==> src/rtl/req_encoder_4to2.sv <==
// -----------------------------------------------------------------------------
// req_encoder_4to2
//
// Registered 4-to-2 request encoder. Request pulses on four lines are collected
// into a sticky pending register. One pending request at a time is granted and
// presented as a 2-bit index over a valid/ready handshake. This is the inverse
// of the 2-to-4 one-hot decoder that the consumer drives with the index.
//
// Parameters:
//   DRAIN_WHEN_DISABLED : 1 = pending bits keep being granted while enable=0
//                         0 = new grants stall while enable=0
//
// Optional feature (compile-time macro REQ_ENCODER_RR_PRIORITY_EN):
//   undefined : fixed priority 3 > 2 > 1 > 0, no pointer register
//   defined   : round-robin; the search runs downward with wrap, starting one
//               below the last granted index
//
// Ports:
//   clk     in   clock, rising edge
//   rst_n   in   asynchronous active-low reset
//   enable  in   1 = req is sampled into pending, 0 = req is ignored
//   req     in   [3:0] request lines, level sampled every cycle
//   ready   in   consumer takes sel this cycle when valid=1
//   sel     out  [1:0] encoded index of the current grant
//   valid   out  sel holds a grant that has not been accepted yet
//   multi   out  more than one pending bit existed when the grant was chosen
//   pending out  [3:0] sticky pending-request register
// -----------------------------------------------------------------------------
module req_encoder_4to2 #(
    parameter bit DRAIN_WHEN_DISABLED = 1'b1
) (
    input  logic       clk,
    input  logic       rst_n,
    input  logic       enable,
    input  logic [3:0] req,
    input  logic       ready,
    output logic [1:0] sel,
    output logic       valid,
    output logic       multi,
    output logic [3:0] pending
);

    // Number of set bits in a 4-bit vector.
    function automatic logic [2:0] popcount4(input logic [3:0] v);
        popcount4 = {2'b00, v[0]} + {2'b00, v[1]} + {2'b00, v[2]} + {2'b00, v[3]};
    endfunction

`ifdef REQ_ENCODER_RR_PRIORITY_EN
    // Round-robin pick: candidates are ptr-1, ptr-2, ptr-3, ptr (mod 4).
    // Walking from the lowest-precedence candidate up lets the first
    // candidate overwrite everything else when it is pending.
    function automatic logic [1:0] pick_grant(input logic [3:0] v,
                                              input logic [1:0] ptr_v);
        logic [1:0] idx;
        pick_grant = 2'd0;
        for (int k = 3; k >= 0; k--) begin
            idx = ptr_v - 2'd1 - 2'(k);
            if (v[idx]) begin
                pick_grant = idx;
            end else begin
                pick_grant = pick_grant;
            end
        end
    endfunction
`else
    // Fixed priority pick: highest index wins.
    function automatic logic [1:0] pick_grant(input logic [3:0] v);
        if (v[3]) begin
            pick_grant = 2'd3;
        end else if (v[2]) begin
            pick_grant = 2'd2;
        end else if (v[1]) begin
            pick_grant = 2'd1;
        end else begin
            pick_grant = 2'd0;
        end
    endfunction
`endif

    logic [3:0] pending_q, pending_d;
    logic [1:0] sel_q, sel_d;
    logic       valid_q, valid_d;
    logic       multi_q, multi_d;
`ifdef REQ_ENCODER_RR_PRIORITY_EN
    logic [1:0] ptr_q, ptr_d;
`endif

    logic       accept_s;
    logic       load_ok_s;
    logic       issue_s;
    logic [1:0] grant_s;
    logic [3:0] clr_s;

    // Handshake, grant selection and next-state computation.
    always_comb begin
        accept_s  = valid_q & ready;
        load_ok_s = ~valid_q | accept_s;
        issue_s   = load_ok_s & (|pending_q) & (enable | DRAIN_WHEN_DISABLED);
`ifdef REQ_ENCODER_RR_PRIORITY_EN
        grant_s   = pick_grant(pending_q, ptr_q);
        ptr_d     = ptr_q;
`else
        grant_s   = pick_grant(pending_q);
`endif
        sel_d     = sel_q;
        valid_d   = valid_q;
        multi_d   = multi_q;

        if (issue_s) begin
            sel_d   = grant_s;
            valid_d = 1'b1;
            multi_d = (popcount4(pending_q) > 3'd1);
`ifdef REQ_ENCODER_RR_PRIORITY_EN
            ptr_d   = grant_s;
`endif
        end else if (accept_s) begin
            valid_d = 1'b0;
        end else begin
            valid_d = valid_q;
        end

        if (issue_s) begin
            clr_s = 4'b0001 << grant_s;
        end else begin
            clr_s = 4'b0000;
        end

        // Set after clear: a request arriving on the bit being granted
        // keeps it pending for a later grant.
        pending_d = (pending_q & ~clr_s) | (enable ? req : 4'b0000);
    end

    // State registers with asynchronous reset.
    always_ff @(posedge clk or negedge rst_n) begin
        if (!rst_n) begin
            pending_q <= 4'b0000;
            sel_q     <= 2'b00;
            valid_q   <= 1'b0;
            multi_q   <= 1'b0;
`ifdef REQ_ENCODER_RR_PRIORITY_EN
            ptr_q     <= 2'b00;
`endif
        end else begin
            pending_q <= pending_d;
            sel_q     <= sel_d;
            valid_q   <= valid_d;
            multi_q   <= multi_d;
`ifdef REQ_ENCODER_RR_PRIORITY_EN
            ptr_q     <= ptr_d;
`endif
        end
    end

    assign sel     = sel_q;
    assign valid   = valid_q;
    assign multi   = multi_q;
    assign pending = pending_q;

endmodule
==> config.mk <==
export PLATFORM = sky130hd
export DESIGN_NAME = req_encoder_4to2
export DESIGN_NICKNAME = d
export VERILOG_FILES = /design/src/rtl/req_encoder_4to2.sv
export SDC_FILE = /design/constraint.sdc
export NUM_CORES = 1
export LEC_CHECK = 0
export CORE_AREA = 2 2 39 41
export DETAILED_ROUTE_END_ITERATION = 12
export DIE_AREA = 0 0 41 43
export HOLD_SLACK_MARGIN = 0.03
export RECOVER_POWER = 100
export SYNTH_ARGS = -nofsm -noshare
export SYNTH_HDL_FRONTEND = slang
export SYNTH_SLANG_ARGS = --single-unit
==> constraint.sdc <==
create_clock -name clk -period 1.9 [get_ports clk]
set_input_delay 0.475 -clock clk [delete_from_list [all_inputs] [get_ports clk]]
set_output_delay 0.475 -clock clk [all_outputs]
set_load 0.02 [all_outputs]
==> results of run 1 <==
-- kinds of logic (layout without fill, tap and decap cells) --
logic type	after synthesis	after routing	synth area share, %
flops	8	8	49.7
mux	1	1	3.73
simple gates	11	11	15.5
compound gates	11	11	19.3
fa+ha+maj	2	2	8.07
buf+inv	4	22	3.73
-- metrics by stage --
step,setup slack (ns),hold WS (ns)
4_1_cts,0.147,0.508
6_report,0.106,0.497
2_1_floorplan,0.379,0.179
5_1_grt,0.0639,0.516
3_5_place_dp,0.260,0.497
3_3_place_gp,0.266,0.495
-- layer usage --
layer | up-vias | GRT usage (%) | part of all wire, %
met5 | - | 0 | 0
met4 | 0 | 6.00 | 0
met3 | 0 | 6.28 | 7.8
met2 | 12 | 16.3 | 47
met1 | 149 | 12.9 | 45
li1 | 163 | - | -
-- state kept, by name (all words and copies together), names as in the netlist --
| signal | count |
|---|---|
| pending | 4 |
| sel | 2 |
| multi | 1 |
| valid | 1 |
-- Yosys cell counts --
cell type,count
a21o_1,1
ha_1,1
mux2_4,1
or2b_1,1
o31ai_2,1
a221o_1,1
nor2b_4,1
a21oi_2,1
nand2_1,5
o21ai_0,6
nand3_1,1
inv_1,4
a22o_1,1
nor2_1,1
fa_1,1
nor2_2,1
nand3b_1,1
dfrtp_1,8
-- layout make-up --
class                   count  area [sq um]
flip-flops and latches      8           200
multi-input cells          25           176
well taps                  16          20.0
clock buffers               3          22.5
inverters                   4          15.0
repair buffers             15           150
fillers                   142           800
-- power by group --
part	leakage (nW)	internal (W)	switching (W)
clock	0.0138	0.0000720	0.0000541
combinational	0.152	0.0000702	0.0000740
sequential	0.0854	0.000193	0.0000153
-- worst max-delay path by stage --
stage | start | end | slack [ns] | cells after the start
floorplan | pending[0]$_DFF_PN0_ | multi$_DFFE_PN0P_ | 0.38 | 4
global placement | ready | multi$_DFFE_PN0P_ | 0.27 | 4
detailed placement | ready | multi$_DFFE_PN0P_ | 0.26 | 4
CTS | pending[2]$_DFF_PN0_ | pending[2] | 0.15 | 1
global route | pending[2]$_DFF_PN0_ | pending[2] | 0.06 | 1
finish | pending[2]$_DFF_PN0_ | pending[2] | 0.11 | 1
==> impl_metrics.env, run 1 <==
export IMPL_status="complete, no violations"
export IMPL_cp_max_fo=4
export IMPL_routabilityCongestion=0.674
export IMPL_cts_sinks=8
export IMPL_std_cell_rows=14
export IMPL_dp_cells=68
export IMPL_syn_area_sq_um=403
export IMPL_grt_overflow=0
export IMPL_crit_arrival_ns=1.32
export IMPL_critPathKind="register to primary output"
export IMPL_fin_cells=71
export IMPL_areaGrowthSynthToFinish_pct=45.0
export IMPL_vias=324
export IMPL_drc=0
export IMPL_cp_slowest_cell="dlygate4sd3_1"
export IMPL_postPlaceCellArea_sq_um=573
export IMPL_grt_max_degree=9
export IMPL_setup_viol=0
export IMPL_initial_core_util_pct=29.1
export IMPL_syn_nets=47
export IMPL_cts_hold_buf=0
export IMPL_layout_cells_most_common_list="dlygate4sd3_1 (9), dfrtp_1 (8), o21ai_0 (6), clkdlybuf4s50_1 (6), nand2_1 (5)"
export IMPL_syn_area_per_cell_sq_um=10.9
export IMPL_finalHoldViolCount=0
export IMPL_ys_seq_area_share_pct=49.7
export IMPL_peakVddDrop_uv=365
export IMPL_antenna_found_initial=0
export IMPL_critPathRequiredTime_ns=1.42
export IMPL_htree_num_levels=1
export IMPL_worst_r2r_cell_count=4
export IMPL_fin_skew_ns=0.00203
export IMPL_critPathBufInv=1
export IMPL_rr_endpoint="multi$_DFFE_PN0P_"
export IMPL_timing_fmax_ghz=0.557
export IMPL_coreArea_sq_um=1380
export IMPL_yosys_warnings=0
export IMPL_wirelength_um=772
export IMPL_rr_startpoint="pending[1]$_DFF_PN0_"
export IMPL_power_w=0.000479
export IMPL_cts_clk_slew_worst_paths_ns=0.05
export IMPL_fin_tns_setup_ns=0
export IMPL_die_h_um=43
export IMPL_synth_top_area_share_pct=49.7
export IMPL_drtPass1Iterations=2
export IMPL_drtAntennaViolNets=0
export IMPL_cp_cell_sequence="dlygate4sd3_1"
export IMPL_r2r_slack_ns=0.49
export IMPL_stdcell_area_sq_um=584
export IMPL_hold_end="pending[0]$_DFF_PN0_"
export IMPL_wire_per_inst_um=10.9
export IMPL_nNetsFinal=67
export IMPL_viasPerCell=4.56
export IMPL_period_minus_slack_ns=1.79
export IMPL_ios=16
export IMPL_p_per_area_nw_per_um2=819
export IMPL_grt_pass1_wl_mm=1.28
export IMPL_numPortBuffers=15
export IMPL_leakagePower_nw=0.252
export IMPL_synth_area_leader_cell="dfrtp_1"
export IMPL_netlist_instances=37
export IMPL_startpoint_type="register"
export IMPL_cts_resized=0
export IMPL_synth_cell_types=18
export IMPL_maxCapViolCount=0
export IMPL_fin_util_pct=42.2
export IMPL_ys_ff_latch=8
export IMPL_drt_iter0_drc=2
export IMPL_cts_made_buffers=3
export IMPL_grt_pass1_vias=327
export IMPL_rsz0062_at_grt="no"
export IMPL_crit_family="buffers and inverters"
export IMPL_grtUsageTotal_pct=11.3
export IMPL_slew_headroom_pct=69.6
export IMPL_tritoncts="yes"
export IMPL_synth_area_leaders="dfrtp_1 (50%), o21ai_0 (7.5%), fa_1 (5.0%)"
export IMPL_cpPeakStageDelay_ns=0.69
export IMPL_min_from="pending[0]$_DFF_PN0_"
export IMPL_antenna_cells=0
export IMPL_layout_commonest_cell="dlygate4sd3_1"
export IMPL_design_die_area_sq_um=1760
export IMPL_hold_path_class="register to register"
export IMPL_cts_setup_buffers=0
export IMPL_fin_crit_sh_pct=94.4
export IMPL_drive_above_1_share_pct=10.9
export IMPL_drv_slew=0
export IMPL_place_hpwl_um=588
export IMPL_clockBufferDepth=2
export IMPL_crit_path_end_kind="primary output"
export IMPL_cts_root_buffer="clkbuf_4"
export IMPL_worst_pin_slew_ns=0.455
export IMPL_hold_depth=1
export IMPL_die_x_um=41
export IMPL_clock_latency_ns=0.25
Note: power is estimated with default switching activity, not from simulation.
==> inputs of run 2 (changes only) <==
--- a/config.mk
+++ b/config.mk
@@ -5,11 +5,12 @@
 export SDC_FILE = /design/constraint.sdc
 export NUM_CORES = 1
 export LEC_CHECK = 0
+export ABC_AREA = 1
 export CORE_AREA = 2 2 39 41
 export DETAILED_ROUTE_END_ITERATION = 12
 export DIE_AREA = 0 0 41 43
 export HOLD_SLACK_MARGIN = 0.03
-export RECOVER_POWER = 100
+export RECOVER_POWER = 50
 export SYNTH_ARGS = -nofsm -noshare
 export SYNTH_HDL_FRONTEND = slang
 export SYNTH_SLANG_ARGS = --single-unit
==> impl_metrics.env, run 2 <==
export IMPL_status="complete, no violations"
export IMPL_fin_util_pct=41.7
export IMPL_setup_viol=0
export IMPL_cts_setup_buffers=0
export IMPL_initial_core_util_pct=28.8
export IMPL_die_h_um=43
export IMPL_crit_cells=1
export IMPL_antenna_cells=0
export IMPL_drtPass1Iterations=4
export IMPL_yosys_cell_count_top_type="nand2_1"
export IMPL_vias=333
export IMPL_synth_top_area_share_pct=50.2
export IMPL_cts_sinks=8
export IMPL_r2r_slack_ns=0.60
export IMPL_cts_resized=0
export IMPL_ys_ff_latch=8
export IMPL_grt_pass1_vias=306
export IMPL_cpPeakStageDelay_ns=0.63
export IMPL_worst_r2r_cell_count=5
export IMPL_cp_slowest_cell="clkdlybuf4s50_1"
export IMPL_synth_area_leaders="dfrtp_1 (50%), nand2_1 (13%), inv_1 (5.6%)"
export IMPL_crit_family="buffers and inverters"
export IMPL_drv_slew=0
export IMPL_critPathBufInv=1
export IMPL_maxCapViolCount=0
export IMPL_fin_crit_sh_pct=93.1
export IMPL_crit_arrival_ns=1.29
export IMPL_hold_path_class="register to register"
export IMPL_leakagePower_nw=0.284
export IMPL_syn_area_per_cell_sq_um=8.87
export IMPL_async_flop_share_pct=100
export IMPL_layout_commonest_cell="nand2_1"
export IMPL_cts_clk_slew_worst_paths_ns=0.05
export IMPL_std_cell_rows=14
export IMPL_nNetsFinal=75
export IMPL_critPathRequiredTime_ns=1.42
export IMPL_fin_skew_ns=0.000873
export IMPL_grt_overflow=0
export IMPL_rr_endpoint="multi$_DFFE_PN0P_"
export IMPL_htree_num_levels=1
export IMPL_rr_startpoint="pending[3]$_DFF_PN0_"
export IMPL_crit_path_end_kind="primary output"
export IMPL_crit_start="pending[2]$_DFF_PN0_"
export IMPL_finalHoldViolCount=0
export IMPL_grt_pass1_wl_mm=1.15
export IMPL_cp_cell_sequence="clkdlybuf4s50_1"
export IMPL_ios=16
export IMPL_viasPerCell=4.22
export IMPL_wirelength_um=691
export IMPL_crit_end="pending[2]"
export IMPL_slew_headroom_pct=75.0
export IMPL_grtUsageTotal_pct=10.3
export IMPL_timing_fmax_ghz=0.565
export IMPL_dp_cells=76
export IMPL_clockBufferDepth=2
export IMPL_synth_cell_types=16
export IMPL_startpoint_type="register"
export IMPL_coreArea_sq_um=1380
export IMPL_cts_made_buffers=3
export IMPL_areaGrowthSynthToFinish_pct=44.5
export IMPL_fillers=152
export IMPL_fin_tns_setup_ns=0
export IMPL_place_hpwl_um=565
export IMPL_largest_reg_flops=4
export IMPL_tritoncts="yes"
export IMPL_cp_max_fo=5
export IMPL_layout_cells_most_common_list="nand2_1 (16), clkdlybuf4s50_1 (13), dfrtp_1 (8), inv_1 (6)"
export IMPL_drc=0
export IMPL_syn_nets=55
export IMPL_clock_latency_ns=0.25
export IMPL_synth_flop_cell="dfrtp_1"
export IMPL_drive_above_1_share_pct=11.1
export IMPL_antenna_found_initial=0
export IMPL_routabilityCongestion=0.715
export IMPL_stdcell_area_sq_um=577
export IMPL_cts_hold_buf=0
export IMPL_design_die_area_sq_um=1760
export IMPL_fin_cells=79
export IMPL_synth_area_leader_cell="dfrtp_1"
export IMPL_yosys_warnings=0
export IMPL_cts_root_buffer="clkbuf_4"
export IMPL_power_w=0.000571
export IMPL_grt_max_degree=9
export IMPL_netlist_instances=45
export IMPL_syn_area_sq_um=399
export IMPL_yosys_top_cells_count="nand2_1 (14), dfrtp_1 (8), inv_1 (6)"
export IMPL_synth_enable_flop_cells=0
export IMPL_drtAntennaViolNets=0
export IMPL_postPlaceCellArea_sq_um=569
export IMPL_die_x_um=41
export IMPL_critPathKind="register to primary output"
export IMPL_p_per_area_nw_per_um2=990
export IMPL_drt_iter0_drc=4
export IMPL_rsz0062_at_grt="no"
export IMPL_period_minus_slack_ns=1.77
export IMPL_ys_seq_area_share_pct=50.2
export IMPL_worst_pin_slew_ns=0.374
export IMPL_wire_per_inst_um=8.75
export IMPL_peakVddDrop_uv=345
export IMPL_numPortBuffers=15
-- run 2: power breakdown --
group / switching (W) / leakage, nW / internal, W
registers: 0.0000254 / 0.0894 / 0.000205
logic: 0.000112 / 0.180 / 0.000102
clock network: 0.0000545 / 0.0138 / 0.0000721
total: 0.000192 / 0.284 / 0.000379
-- run 2: cells by family after synthesis --
logic type / Yosys count / share of synthesized area [%]
flops: 8 / 50.2
fa+ha+maj: 2 / 8.15
simple gates: 23 / 28.8
compound gates: 5 / 6.27
buf+inv: 7 / 6.58
-- run 2: area by class of cell --
type / instances / area [sq um] / area share [%]
Clock buffer: 3 / 22.5 / 3.90
Sequential cell: 8 / 200 / 34.7
Tap cell: 16 / 20.0 / 3.47
Inverter: 7 / 26.3 / 4.56
Timing Repair Buffer: 15 / 150 / 26.0
Multi-Input combinational cell: 30 / 158 / 27.3
-- run 2: how the worst min path moves through the flow --
stage | startpoint | to | slack, ns | cells past startpoint
floorplan | rst_n | multi$_DFFE_PN0P_ | 0.18 | 0
global placement | multi$_DFFE_PN0P_ | multi$_DFFE_PN0P_ | 0.47 | 2
detailed placement | multi$_DFFE_PN0P_ | multi$_DFFE_PN0P_ | 0.47 | 2
CTS | multi$_DFFE_PN0P_ | multi$_DFFE_PN0P_ | 0.48 | 2
global route | multi$_DFFE_PN0P_ | multi$_DFFE_PN0P_ | 0.52 | 2
finish | multi$_DFFE_PN0P_ | multi$_DFFE_PN0P_ | 0.48 | 2
-- run 2: per-layer routing --
metal | up-vias | track usage [%] | wire length [um]
met3 | 0 | 6.28 | 76
met4 | 0 | 6.00 | 0
met5 | - | 0 | 0
li1 | 175 | - | -
met2 | 16 | 14.4 | 309
met1 | 142 | 11.6 | 305
-- run 2: stage by stage --
step / worst slack, ns / hold WS, ns
6_report: 0.130 / 0.477
5_1_grt: 0.0730 / 0.521
4_1_cts: 0.109 / 0.481
3_5_place_dp: 0.395 / 0.467
3_3_place_gp: 0.399 / 0.465
2_1_floorplan: 0.534 / 0.179
